<file path="src/rtl/dcache_ctrl.sv">
// dcache_ctrl: request sequencer between one load/store requester, a
// direct-mapped write-back dcache array and a line-granular memory port.
//
// Ports:
//   clk_i, rst_i          clock, async active-high reset
//   req_*                 requester request channel (valid/ready)
//   resp_*                requester response channel (valid/ready)
//   cache_*               dcache array lookup / fill / ejection
//   mem_rd_*              memory line read request + returned data
//   mem_wr_*              memory line writeback
//   hit/miss/wb_count_o   saturating performance counters
module dcache_ctrl #(
  parameter int addr_width  = 16,
  parameter int line_width  = 64,
  parameter int count_width = 32
) (
  input  logic                   clk_i,
  input  logic                   rst_i,

  input  logic                   req_valid_i,
  output logic                   req_ready_o,
  input  logic                   req_write_i,
  input  logic [addr_width-1:0]  req_addr_i,
  input  logic [line_width-1:0]  req_wdata_i,

  output logic                   resp_valid_o,
  input  logic                   resp_ready_i,
  output logic [line_width-1:0]  resp_data_o,

  output logic [addr_width-1:0]  cache_addr_o,
  output logic                   cache_r_valid_o,
  input  logic                   cache_r_valid_i,
  input  logic                   cache_r_miss_i,
  input  logic [line_width-1:0]  cache_read_i,
  output logic                   cache_w_valid_o,
  output logic                   cache_dirty_o,
  output logic [line_width-1:0]  cache_write_o,
  input  logic                   cache_ej_valid_i,
  input  logic [addr_width-1:0]  cache_ej_addr_i,
  input  logic [line_width-1:0]  cache_ej_data_i,

  output logic                   mem_rd_valid_o,
  input  logic                   mem_rd_ready_i,
  output logic [addr_width-1:0]  mem_rd_addr_o,
  input  logic                   mem_rd_data_valid_i,
  input  logic [line_width-1:0]  mem_rd_data_i,

  output logic                   mem_wr_valid_o,
  input  logic                   mem_wr_ready_i,
  output logic [addr_width-1:0]  mem_wr_addr_o,
  output logic [line_width-1:0]  mem_wr_data_o,

  output logic [count_width-1:0] hit_count_o,
  output logic [count_width-1:0] miss_count_o,
  output logic [count_width-1:0] wb_count_o
);

  typedef enum logic [3:0] {
    S_IDLE,
    S_LOOKUP,
    S_CHECK,
    S_FETCH_REQ,
    S_FETCH_WAIT,
    S_FILL,
    S_EJECT,
    S_WB,
    S_RESP
  } state_e;

  state_e state_q, state_d;

  logic [addr_width-1:0]  addr_q, addr_d;
  logic                   write_q, write_d;
  logic [line_width-1:0]  resp_data_q, resp_data_d;
  logic [line_width-1:0]  fill_data_q, fill_data_d;
  logic                   fill_dirty_q, fill_dirty_d;
  logic [addr_width-1:0]  ej_addr_q, ej_addr_d;
  logic [line_width-1:0]  ej_data_q, ej_data_d;
  logic [count_width-1:0] hit_q, hit_d;
  logic [count_width-1:0] miss_q, miss_d;
  logic [count_width-1:0] wb_q, wb_d;

  // Handshake/strobe outputs are flopped from the next state so that
  // each one is a clean register output tied to exactly one state.
  logic req_ready_q;
  logic resp_valid_q;
  logic cache_r_valid_q;
  logic cache_w_valid_q;
  logic mem_rd_valid_q;
  logic mem_wr_valid_q;

  always_comb begin
    state_d      = state_q;
    addr_d       = addr_q;
    write_d      = write_q;
    resp_data_d  = resp_data_q;
    fill_data_d  = fill_data_q;
    fill_dirty_d = fill_dirty_q;
    ej_addr_d    = ej_addr_q;
    ej_data_d    = ej_data_q;
    hit_d        = hit_q;
    miss_d       = miss_q;
    wb_d         = wb_q;

    unique case (state_q)
      S_IDLE: begin
        if (req_valid_i && req_ready_q) begin
          addr_d  = req_addr_i;
          write_d = req_write_i;
          if (req_write_i) begin
            // write-allocate: a full-line write goes straight to fill
            fill_data_d  = req_wdata_i;
            fill_dirty_d = 1'b1;
            state_d      = S_FILL;
          end else begin
            state_d = S_LOOKUP;
          end
        end
      end
      S_LOOKUP: begin
        state_d = S_CHECK;
      end
      S_CHECK: begin
        if (cache_r_valid_i) begin
          if (!cache_r_miss_i) begin
            resp_data_d = cache_read_i;
            if (hit_q != '1) hit_d = hit_q + 1'b1;
            state_d = S_RESP;
          end else begin
            if (miss_q != '1) miss_d = miss_q + 1'b1;
            state_d = S_FETCH_REQ;
          end
        end
      end
      S_FETCH_REQ: begin
        if (mem_rd_ready_i) state_d = S_FETCH_WAIT;
      end
      S_FETCH_WAIT: begin
        if (mem_rd_data_valid_i) begin
          resp_data_d  = mem_rd_data_i;
          fill_data_d  = mem_rd_data_i;
          fill_dirty_d = 1'b0;
          state_d      = S_FILL;
        end
      end
      S_FILL: begin
        state_d = S_EJECT;
      end
      S_EJECT: begin
        if (cache_ej_valid_i) begin
          ej_addr_d = cache_ej_addr_i;
          ej_data_d = cache_ej_data_i;
          state_d   = S_WB;
        end else begin
          state_d = S_RESP;
        end
      end
      S_WB: begin
        if (mem_wr_ready_i) begin
          if (wb_q != '1) wb_d = wb_q + 1'b1;
          state_d = S_RESP;
        end
      end
      S_RESP: begin
        if (resp_ready_i) state_d = S_IDLE;
      end
      default: begin
        state_d = S_IDLE;
      end
    endcase
  end

  always_ff @(posedge clk_i or posedge rst_i) begin
    if (rst_i) begin
      state_q         <= S_IDLE;
      addr_q          <= '0;
      write_q         <= 1'b0;
      resp_data_q     <= '0;
      fill_data_q     <= '0;
      fill_dirty_q    <= 1'b0;
      ej_addr_q       <= '0;
      ej_data_q       <= '0;
      hit_q           <= '0;
      miss_q          <= '0;
      wb_q            <= '0;
      req_ready_q     <= 1'b1;
      resp_valid_q    <= 1'b0;
      cache_r_valid_q <= 1'b0;
      cache_w_valid_q <= 1'b0;
      mem_rd_valid_q  <= 1'b0;
      mem_wr_valid_q  <= 1'b0;
    end else begin
      state_q         <= state_d;
      addr_q          <= addr_d;
      write_q         <= write_d;
      resp_data_q     <= resp_data_d;
      fill_data_q     <= fill_data_d;
      fill_dirty_q    <= fill_dirty_d;
      ej_addr_q       <= ej_addr_d;
      ej_data_q       <= ej_data_d;
      hit_q           <= hit_d;
      miss_q          <= miss_d;
      wb_q            <= wb_d;
      req_ready_q     <= (state_d == S_IDLE);
      resp_valid_q    <= (state_d == S_RESP);
      cache_r_valid_q <= (state_d == S_LOOKUP);
      cache_w_valid_q <= (state_d == S_FILL);
      mem_rd_valid_q  <= (state_d == S_FETCH_REQ);
      mem_wr_valid_q  <= (state_d == S_WB);
    end
  end

  assign req_ready_o     = req_ready_q;
  assign resp_valid_o    = resp_valid_q;
  assign resp_data_o     = write_q ? '0 : resp_data_q;

  assign cache_addr_o    = addr_q;
  assign cache_r_valid_o = cache_r_valid_q;
  assign cache_w_valid_o = cache_w_valid_q;
  assign cache_dirty_o   = fill_dirty_q;
  assign cache_write_o   = fill_data_q;

  assign mem_rd_valid_o  = mem_rd_valid_q;
  assign mem_rd_addr_o   = addr_q;
  assign mem_wr_valid_o  = mem_wr_valid_q;
  assign mem_wr_addr_o   = ej_addr_q;
  assign mem_wr_data_o   = ej_data_q;

  assign hit_count_o     = hit_q;
  assign miss_count_o    = miss_q;
  assign wb_count_o      = wb_q;

endmodule
</file>
<file path="config.mk">
export PLATFORM = sky130hd
export DESIGN_NAME = dcache_ctrl
export DESIGN_NICKNAME = d
export VERILOG_FILES = /design/src/rtl/dcache_ctrl.sv
export SDC_FILE = /design/constraint.sdc
export NUM_CORES = 1
export LEC_CHECK = 0
export ABC_AREA = 1
export CAP_MARGIN = 15
export CORE_AREA = 2 2 250 252
export CTS_BUF_LIST = sky130_fd_sc_hd__clkbuf_8
export DETAILED_ROUTE_END_ITERATION = 10
export DIE_AREA = 0 0 252 254
export HOLD_SLACK_MARGIN = 0.08
export SLEW_MARGIN = 10
export SYNTH_ARGS = -nofsm -noshare
export SYNTH_HDL_FRONTEND = slang
export SYNTH_SLANG_ARGS = --single-unit
</file>
<file path="constraint.sdc">
create_clock -name clk_i -period 12.4 [get_ports clk_i]
set_input_delay 3.1 -clock clk_i [delete_from_list [all_inputs] [get_ports clk_i]]
set_output_delay 3.1 -clock clk_i [all_outputs]
set_load 0.1 [all_outputs]
</file>
# Yosys cells after proc, flatten, opt, wreduce, memory -nomap -nowiden
# Index checks and enable logic that the tools add are counted.
dict set report op_classes {
  n_addsub 3
  multipliers 0
  div 0
  magnitude_cmp 0
  eq_ne 21
  shift 0
  n_mux 22
  bitwise 1
  n_reduce_logical 12
}
# op n
set ops {}
lappend ops {{64-bit 2-to-1 mux} 6}
lappend ops {{64-bit one-hot mux with 2 select lines} 2}
lappend ops {{32-bit by 1-bit adder with 32-bit output (second input constant)} 3}
lappend ops {{32-bit != test (second input constant)} 3}
lappend ops {{4-bit one-hot mux with 9 select lines} 1}
lappend ops {{4-bit 2-to-1 mux} 8}
lappend ops {{4-bit by 3-bit equality test with 1-bit output (second input constant)} 6}
lappend ops {{4-bit AND reduction} 4}
lappend ops {{4-bit by 2-bit equality test with 1-bit output (second input constant)} 3}
lappend ops {{2-bit != test (second input constant)} 5}
lappend ops {{4-bit by 1-bit equality test with 1-bit output (second input constant)} 2}
lappend ops {{4-bit equality test (second input constant)} 2}
lappend ops {{4-bit zero test} 2}
lappend ops {{2-bit AND reduction} 2}
lappend ops {{2-bit nonzero test} 2}
lappend ops {{1-bit 2-to-1 mux} 3}
lappend ops {{3-bit 2-to-1 mux} 1}
lappend ops {{3-bit AND reduction} 1}
lappend ops {{1-bit one-hot mux with 2 select lines} 1}
lappend ops {{1-bit logical AND} 1}
lappend ops {{1-bit inverter} 1}
dict set report totals {
  reg_bits 332
  latchBits 0
  ram_bits 0
  romBits 0
  input_bits 299
  output_inout_bits 343
  word_cells 76
  memories 0
}

# Depth between registers and ports, before layout
# Gate-level depths: netlist of run 1.
dict set report depth {
  ltp_word 4
  ltp_mapped 11
  ltp_nobuf 10
}

# Worst setup path before layout of run 1
# No wires, ideal clock.
dict set report synth_path {
  path_type {register to output}
  from {reg write_q}
  to {out resp_data_o[53]}
  arrival_time_ps 2034
  t_required_ps 9300
  slack_ps 7266
  stages_incl_launch_ff 4
  path_cell_list {dfrtp_1 -> clkbuf_1 -> buf_1 -> nor2_1}
}
dict set report synth_via {
  elab_chain_cells 1
}
# element line
set synth_lines {}
lappend synth_lines {{start, declared} 73} ;# logic write_q, write_d;
lappend synth_lines {{start signal, assigned} 195} ;# write_q <= write_d;
lappend synth_lines {{64-bit 2-to-1 mux} 215} ;# assign resp_data_o = write_q ? '0 : resp_data_q;
lappend synth_lines {{end, declared} 28} ;# output logic [line_width-1:0] resp_data_o,
# Every way passes these cells.

# Final worst setup path of run 1
dict set report layout_path {
  from {reg write_q}
  to {out resp_data_o[50]}
}
# The elaborated chain is that of the path after synthesis.

==> tab_implementation.tex, run 1 <==
\begin{tabular}{lr}
\hline
Metric & Value \\
\hline
\multicolumn{2}{l}{\textbf{Finish}} \\
Final net count & 3,085 \\
Cell area after layout & 25,200 sq um \\
Core Util, Final & 0.412 \\
Filler cells & 6,203 \\
Area growth from synthesis to layout & 48.9\% \\
Ratio of cells with drive above 1 in the final layout & 0.0523 \\
\multicolumn{2}{l}{\textbf{Worst setup path}} \\
WS Path Type & flop to primary output \\
Number of cells traversed by the worst register-to-register path & 10 \\
Launch point of the worst reg-to-reg path & state\_q[0] \\
Endpoint kind of the worst setup timing path & primary output \\
Critical Path Start & write\_q \\
Arrival time at the worst endpoint & 2.84 ns \\
Critical Path Slowest Stage Cell & sky130\_fd\_sc\_hd\_\_clkdlybuf4s50\_1 \\
Peak fanout along the critical path & 65 \\
Terminus of the critical flop-to-flop path & cache\_write\_o[21] \\
Sequence of cells on the critical path & buf\_4 > nor2\_1 > clkdlybuf4s50\_1 \\
Critical path endpoint & resp\_data\_o[50] \\
Worst setup slack for register-to-register paths & 8.96 ns \\
Startpoint types & flop \\
Worst Path Required & 9.30 ns \\
Slowest Stage Delay on Critical Path & 1.23 ns \\
\multicolumn{2}{l}{\textbf{Worst hold path}} \\
Number of instances on the worst hold path & 2 \\
Worst hold-check path type & flop to flop \\
\multicolumn{2}{l}{\textbf{Timing}} \\
Slew at the pin closest to its max-slew limit & 1.13 ns \\
Max-slew violation total from the final report & 0 \\
Slew HR & 0.245 \\
Tightest hold margin & 0.483 ns \\
Post-layout minimum cycle time & 5.94 ns \\
Setup TNS after final layout & 0 ns \\
Final hold violation count & 0 \\
Clock tree skew after final layout & 0.0220 ns \\
Maximum achievable frequency & 168 MHz \\
Total setup violations reported at the end of the flow & 0 \\
Crit share post-route & 0.479 \\
Unrepaired setup endpoints after global routing & no \\
\multicolumn{2}{l}{\textbf{Global routing}} \\
Wire length of the first global-routing pass & 94,500 microns \\
Pin count of the biggest net entering global routing & 152 \\
Congestion Overflow GR & 0 \\
Vias in the first global route & 16.4k \\
Combined global-route utilization of all metal layers & 0.189 \\
Initial antenna violation count & 7 \\
\multicolumn{2}{l}{\textbf{Logic synthesis}} \\
Sequential cell area fraction in the yosys report & 0.491 \\
Net count after synthesis & 2,469 \\
Number of distinct library cell variants in the gate-level netlist after synthesis & 29 \\
Synthesis Warnings & 0 \\
Cell count after synthesis & 2,167 \\
FF+latch count, synth & 332 \\
Summed instance area of the synthesized netlist & 16,900 sq um \\
Avg Inst Size Synth & 7.82 sq um \\
\multicolumn{2}{l}{\textbf{Routing}} \\
Number of nets with antenna violations after routing & 0 \\
DR iter-0 viols & 1,100 \\
Vias per Instance & 4.55 \\
Final wirelength & 62,600 microns \\
Wire length per cell & 17.3 microns \\
DRC violations left & 0 \\
Detailed Routing Iterations Pass 1 & 5 \\
Vias & 16.5k \\
\multicolumn{2}{l}{\textbf{Die}} \\
Placeable core region & 61,300 sq um \\
FP Rows & 91 \\
Effective utilization at floorplan & 0.276 \\
Die Footprint & 64,000 sq um \\
Die Span Y & 254 microns \\
Count of boundary I/O pins & 642 \\
Overall die width & 252 microns \\
\multicolumn{2}{l}{\textbf{Placed design}} \\
Standard cell area after detailed placement & 23,900 sq um \\
Count of input and output buffers & 641 \\
Routability-driven placement congestion ratio & 0.970 \\
Sum of net half-perimeters after detailed placement & 46,600 microns \\
\multicolumn{2}{l}{\textbf{Clocking}} \\
Library cell used as clock root buffer & sky130\_fd\_sc\_hd\_\_clkbuf\_8 \\
CTS sink count & 332 \\
Count of instances resized after the clock tree is built & 0 \\
Clock insertion delay at the later pin of the skew report & 0.66 ns \\
Post-CTS setup buffer count & 0 \\
Clock tree from TritonCTS & built \\
\# H-tree levels & 2 \\
CTS Hold Buffers Added & 0 \\
Clock transition at path regs & 0.06 ns \\
Largest buffer count on any clock path & 3 \\
Total CTS buffers & 61 \\
\multicolumn{2}{l}{\textbf{Run}} \\
Max-cap viol count & 0 \\
\multicolumn{2}{l}{\textbf{Power}} \\
P per Cell Area & 299 nW/um\^{}2 \\
Total Power Consumption & 7550 uW \\
Worst IR Drop VDD & 241 uV \\
Pleak & 0.0116 uW \\
\multicolumn{2}{l}{\textbf{Status}} \\
Outcome & completed \\
\hline
\end{tabular}
-- sequential cells by signal (all words and copies together) (netlist names) --
name / count
req_ready_o: 1
cache_r_valid_o: 1
resp_valid_o: 1
cache_w_valid_o: 1
write_q: 1
mem_wr_data_o: 64
resp_data_q: 64
wb_count_o: 32
cache_dirty_o: 1
hit_count_o: 32
cache_addr_o: 16
mem_rd_valid_o: 1
miss_count_o: 32
mem_wr_valid_o: 1
mem_wr_addr_o: 16
cache_write_o: 64
state_q: 4
-- placed cells by master (no fill, tap or decap), drive strengths merged --
master / netlist / routed
nand3b: 38 / 38
xor2: 29 / 29
buf: 85 / 11
clkdlybuf4s50: 0 / 639
bufinv: 0 / 2
mux2: 80 / 80
xnor2: 14 / 14
a21oi: 64 / 64
dfrtp: 331 / 331
o21ai: 13 / 13
and2: 1 / 1
nor2: 309 / 309
nand4: 11 / 11
clkinv: 0 / 8
nand2: 945 / 945
clkbuf: 12 / 84
ha: 3 / 3
diode: 0 / 4
dfstp: 1 / 1
clkinvlp: 0 / 1
o211ai: 64 / 64
inv: 136 / 151
nand3: 31 / 31
-- logic make-up after synthesis --
kind of cell,Yosys count,share of synthesized area
buf+inv,233,0.0638
simple gates,1335,0.314
xor+xnor,43,0.0222
compound gates,141,0.0541
flops,332,0.491
mux,80,0.0532
fa+ha+maj,3,0.00222
-- worst min path at each step --
stage,start,end,slack [ns]
after detailed placement,cache_dirty_o,cache_dirty_o,0.47
after floorplan,resp_data_q[0],resp_data_q[0],0.48
after global placement,cache_dirty_o,cache_dirty_o,0.46
final,cache_dirty_o,cache_dirty_o,0.48
after CTS,cache_dirty_o,cache_dirty_o,0.48
after global routing,mem_wr_data_o[47],mem_wr_data_o[47],0.51
-- cell type report --
class	instances	area, sq um	share of cell area
sequential	332	8310	0.330
antenna	4	10.0	0.000397
clock buffer	84	1160	0.0458
timing repair buffer	650	6490	0.257
clock inverter	26	164	0.00650
tap	790	988	0.0392
inverter	136	518	0.0205
multi-input combinational	1602	7580	0.301
-- critical path, delay by kind of cell, from the launching register on --
kind / cells / cell delay [ns]
buffers and inverters: 2 / 1.57
flip-flops: 1 / 0.38
AND/OR/NAND/NOR: 1 / 0.19
-- metal layers --
| metal | global-route usage | share of wire | vias up | wire length, microns |
|---|---|---|---|---|
| met1 | 0.239 | 0.42 | 7812 | 26000 |
| met3 | 0.0510 | 0.071 | 134 | 4440 |
| met5 | 0 | 0.00058 | - | 36 |
| li1 | - | - | 7993 | - |
| met2 | 0.307 | 0.48 | 532 | 29900 |
| met4 | 0.0757 | 0.034 | 6 | 2130 |
-- synth_stat cells --
cell type | count | area share
sky130_fd_sc_hd__nor2_2 | 8 | 0.0030
sky130_fd_sc_hd__nor2_1 | 297 | 0.066
sky130_fd_sc_hd__ha_1 | 3 | 0.0022
sky130_fd_sc_hd__o21ai_0 | 11 | 0.0033
sky130_fd_sc_hd__nand2_2 | 4 | 0.0015
sky130_fd_sc_hd__xnor2_1 | 14 | 0.0072
sky130_fd_sc_hd__and2_1 | 1 | 0.00037
sky130_fd_sc_hd__inv_2 | 4 | 0.00089
sky130_fd_sc_hd__buf_1 | 1 | 0.00022
sky130_fd_sc_hd__nor2_4 | 4 | 0.0027
sky130_fd_sc_hd__nand2_1 | 940 | 0.21
sky130_fd_sc_hd__o211ai_2 | 10 | 0.0074
sky130_fd_sc_hd__o21ai_1 | 2 | 0.00059
sky130_fd_sc_hd__buf_6 | 3 | 0.0020
sky130_fd_sc_hd__nand2_4 | 1 | 0.00066
sky130_fd_sc_hd__inv_1 | 132 | 0.029
sky130_fd_sc_hd__buf_2 | 48 | 0.014
sky130_fd_sc_hd__buf_4 | 33 | 0.015
sky130_fd_sc_hd__nand3_1 | 26 | 0.0077
sky130_fd_sc_hd__nand3b_1 | 38 | 0.017
sky130_fd_sc_hd__o211ai_1 | 54 | 0.024
sky130_fd_sc_hd__mux2_1 | 80 | 0.053
sky130_fd_sc_hd__nand3_2 | 5 | 0.0030
sky130_fd_sc_hd__xor2_1 | 29 | 0.015
sky130_fd_sc_hd__dfrtp_1 | 331 | 0.49
sky130_fd_sc_hd__dfstp_2 | 1 | 0.0016
sky130_fd_sc_hd__clkbuf_1 | 12 | 0.0027
sky130_fd_sc_hd__nand4_1 | 11 | 0.0041
sky130_fd_sc_hd__a21oi_1 | 64 | 0.019
-- metrics by stage --
stage / instances / worst slack (ns)
floorplan: 2167 / 0.105
global placement: 3510 / 6.34
detailed placement: 3510 / 6.20
CTS: 3620 / 6.34
global route: 3624 / 6.29
finish: 3624 / 6.46
-- report_power, final --
group / switching (uW) / internal, uW
Clock: 494 / 638
Sequential: 191 / 1440
Combinational: 3770 / 1020
Total: 4460 / 3090
No activity file was read; power rests on OpenSTA's default activity.
==> run 2, diff against run 1 <==
CORE_AREA = 2 2 249 251   (was 2 2 250 252)
DIE_AREA = 0 0 251 253   (was 0 0 252 254)
clock period = 5.6 ns   (was 12.4 ns; I/O delays follow)
==> run 2 against run 1 <==
Global-route usage rose by 0.79 points. Critical endpoint is now resp_data_o[15]. Cell area rose by 0.42%. Sequential share of layout area fell by 0.14 points. Setup slack got worse by 5.2 ns. Register-to-register slack got worse by 6.1 ns.
==> tab_implementation.tex, run 2 (synthesis results as in run 1) <==
\begin{tabular}{lr}
\hline
Metric & Value \\
\hline
\multicolumn{2}{l}{\textbf{Status}} \\
Outcome & completed \\
\multicolumn{2}{l}{\textbf{Finish}} \\
Multi-input gate area & 7580 sq um \\
Final net count & 3,096 \\
Count of placed standard cells in the final layout, fillers left out & 3,637 \\
Top library cells by usage in the layout, fill and taps aside & sky130\_fd\_sc\_hd\_\_nand2\_1 (937), sky130\_fd\_sc\_hd\_\_clkdlybuf4s50\_1 (640), sky130\_fd\_sc\_hd\_\_dfrtp\_1 (330) \\
Filler cells & 6,161 \\
Most common library cell in the layout ignoring fill and taps & sky130\_fd\_sc\_hd\_\_nand2\_1 \\
Cell area after layout & 25,300 sq um \\
Combined flip-flop and latch cell area & 8310 sq um \\
Ratio of cells with drive above 1 in the final layout & 0.0525 \\
Area growth from synthesis to layout & 49.5\% \\
\multicolumn{2}{l}{\textbf{Worst setup path}} \\
Peak fanout along the critical path & 37 \\
Startpoint types & flop \\
WS Path Type & flop to primary output \\
Endpoint kind of the worst setup timing path & primary output \\
Worst Path Required & 4.20 ns \\
Number of cells traversed by the worst register-to-register path & 8 \\
Arrival time at the worst endpoint & 2.94 ns \\
\multicolumn{2}{l}{\textbf{Clocking}} \\
Largest buffer count on any clock path & 3 \\
\# H-tree levels & 2 \\
Count of instances resized after the clock tree is built & 0 \\
CTS sink count & 332 \\
Clock insertion delay at the later pin of the skew report & 0.67 ns \\
Total CTS buffers & 61 \\
Clock tree from TritonCTS & built \\
Post-CTS setup buffer count & 0 \\
Library cell used as clock root buffer & sky130\_fd\_sc\_hd\_\_clkbuf\_8 \\
Clock transition at path regs & 0.06 ns \\
CTS Hold Buffers Added & 0 \\
\multicolumn{2}{l}{\textbf{Power}} \\
Pleak & 0.0116 uW \\
Switching portion of total power & 0.590 \\
Internal power contribution & 6870 uW \\
Comb power frac & 0.635 \\
Net switching power & 9870 uW \\
Worst IR Drop VDD & 643 uV \\
Clock network fraction of total power & 0.149 \\
Share of total power in sequential cells & 0.216 \\
P per Cell Area & 661 nW/um\^{}2 \\
\multicolumn{2}{l}{\textbf{Die}} \\
FP Rows & 91 \\
Count of boundary I/O pins & 642 \\
Overall die width & 251 microns \\
Die Span Y & 253 microns \\
Effective utilization at floorplan & 0.278 \\
Die Footprint & 63,500 sq um \\
Placeable core region & 61,000 sq um \\
\multicolumn{2}{l}{\textbf{Timing}} \\
Crit share post-route & 0.775 \\
Unrepaired setup endpoints after global routing & no \\
Slew at the pin closest to its max-slew limit & 1.15 ns \\
Maximum achievable frequency & 230 MHz \\
Slew HR & 0.234 \\
Max-slew violation total from the final report & 0 \\
Final hold violation count & 0 \\
Setup TNS after final layout & 0 ns \\
Total setup violations reported at the end of the flow & 0 \\
Tightest hold margin & 0.487 ns \\
Clock tree skew after final layout & 0.0504 ns \\
Post-layout minimum cycle time & 4.34 ns \\
\multicolumn{2}{l}{\textbf{Run}} \\
Max-cap viol count & 0 \\
\multicolumn{2}{l}{\textbf{Routing}} \\
Vias per Instance & 4.53 \\
Vias & 16.5k \\
Number of nets with antenna violations after routing & 0 \\
DRC violations left & 0 \\
DR iter-0 viols & 1,057 \\
Wire length per cell & 17.8 microns \\
Final wirelength & 64,600 microns \\
Detailed Routing Iterations Pass 1 & 7 \\
\multicolumn{2}{l}{\textbf{Global routing}} \\
Wire length of the first global-routing pass & 97,000 microns \\
Initial antenna violation count & 9 \\
Pin count of the biggest net entering global routing & 94 \\
Vias in the first global route & 16.4k \\
Combined global-route utilization of all metal layers & 0.197 \\
Congestion Overflow GR & 0 \\
\multicolumn{2}{l}{\textbf{Placed design}} \\
Routability-driven placement congestion ratio & 0.923 \\
Standard cell area after detailed placement & 24,000 sq um \\
Sum of net half-perimeters after detailed placement & 48,600 microns \\
Number of placed cells counting well taps & 3,520 \\
Count of input and output buffers & 641 \\
\multicolumn{2}{l}{\textbf{Worst hold path}} \\
Number of instances on the worst hold path & 1 \\
Worst hold-check path type & flop to flop \\
\hline
\end{tabular}
==> run 2: changes by cell type in the layout (fill, tap and decap cells not counted), moves of 2 or more <==
cell	previous run	this run
sky130_fd_sc_hd__bufinv_16	2	4
sky130_fd_sc_hd__buf_12	1	4
sky130_fd_sc_hd__inv_1	146	152
sky130_fd_sc_hd__buf_4	10	17
sky130_fd_sc_hd__clkbuf_8	84	78
sky130_fd_sc_hd__clkinv_2	8	3
sky130_fd_sc_hd__diode_2	4	9
==> run 2: metal layers <==
layer  global-route usage  wire length, microns
met1                0.245                 26600
met2                0.330                 31500
met3               0.0478                  4270
met4               0.0752                  2080
met5                    0                    39
==> run 2: worst paths after layout <==
path,start,to,slack [ns]
min,mem_wr_data_o[11],mem_wr_data_o[11],0.49
max in group asynchronous,rst_i,cache_write_o[3],3.40
min in group asynchronous,rst_i,wb_count_o[17],1.13
min reg2reg,mem_wr_data_o[11],mem_wr_data_o[11],0.49
max reg2reg,state_q[0],cache_write_o[37],2.88
max,write_q,resp_data_o[15],1.26
==> run 2: area by class of cell <==
cell class / instances / share of cell area
Timing Repair Buffer: 661 / 0.261
Sequential cell: 332 / 0.328
Clock inverter: 29 / 0.00874
Antenna cell: 9 / 0.000889
Clock buffer: 78 / 0.0424
Multi-Input combinational cell: 1602 / 0.299
Inverter: 136 / 0.0203
Tap cell: 790 / 0.0390
==> run 2: per-stage QoR <==
step / setup slack (ns) / util / total power, uW
after CTS: 1.17 / 0.414 / 16900
after floorplan: -0.234 / - / 11700
after global placement: 1.54 / 0.393 / 14200
final: 1.26 / 0.415 / 16700
after detailed placement: 1.54 / 0.393 / 14300
after global routing: 1.11 / 0.415 / 17400
==> run 2: critical path: stages, from the launching register on <==
cell and delay (ns):
sky130_fd_sc_hd__dfrtp_2 0.60, sky130_fd_sc_hd__buf_4 0.35, sky130_fd_sc_hd__nor2_1 0.18, sky130_fd_sc_hd__clkdlybuf4s50_1 1.15
==> run 2: power groups by stage <==
stage	Clock (uW)	Combinational (uW)	Sequential (uW)
final	2490	10600	3620
after global placement	0	10600	3630
after floorplan	0	4320	7350
after global routing	2690	11000	3720
after CTS	2590	10700	3620
after detailed placement	0	10700	3660
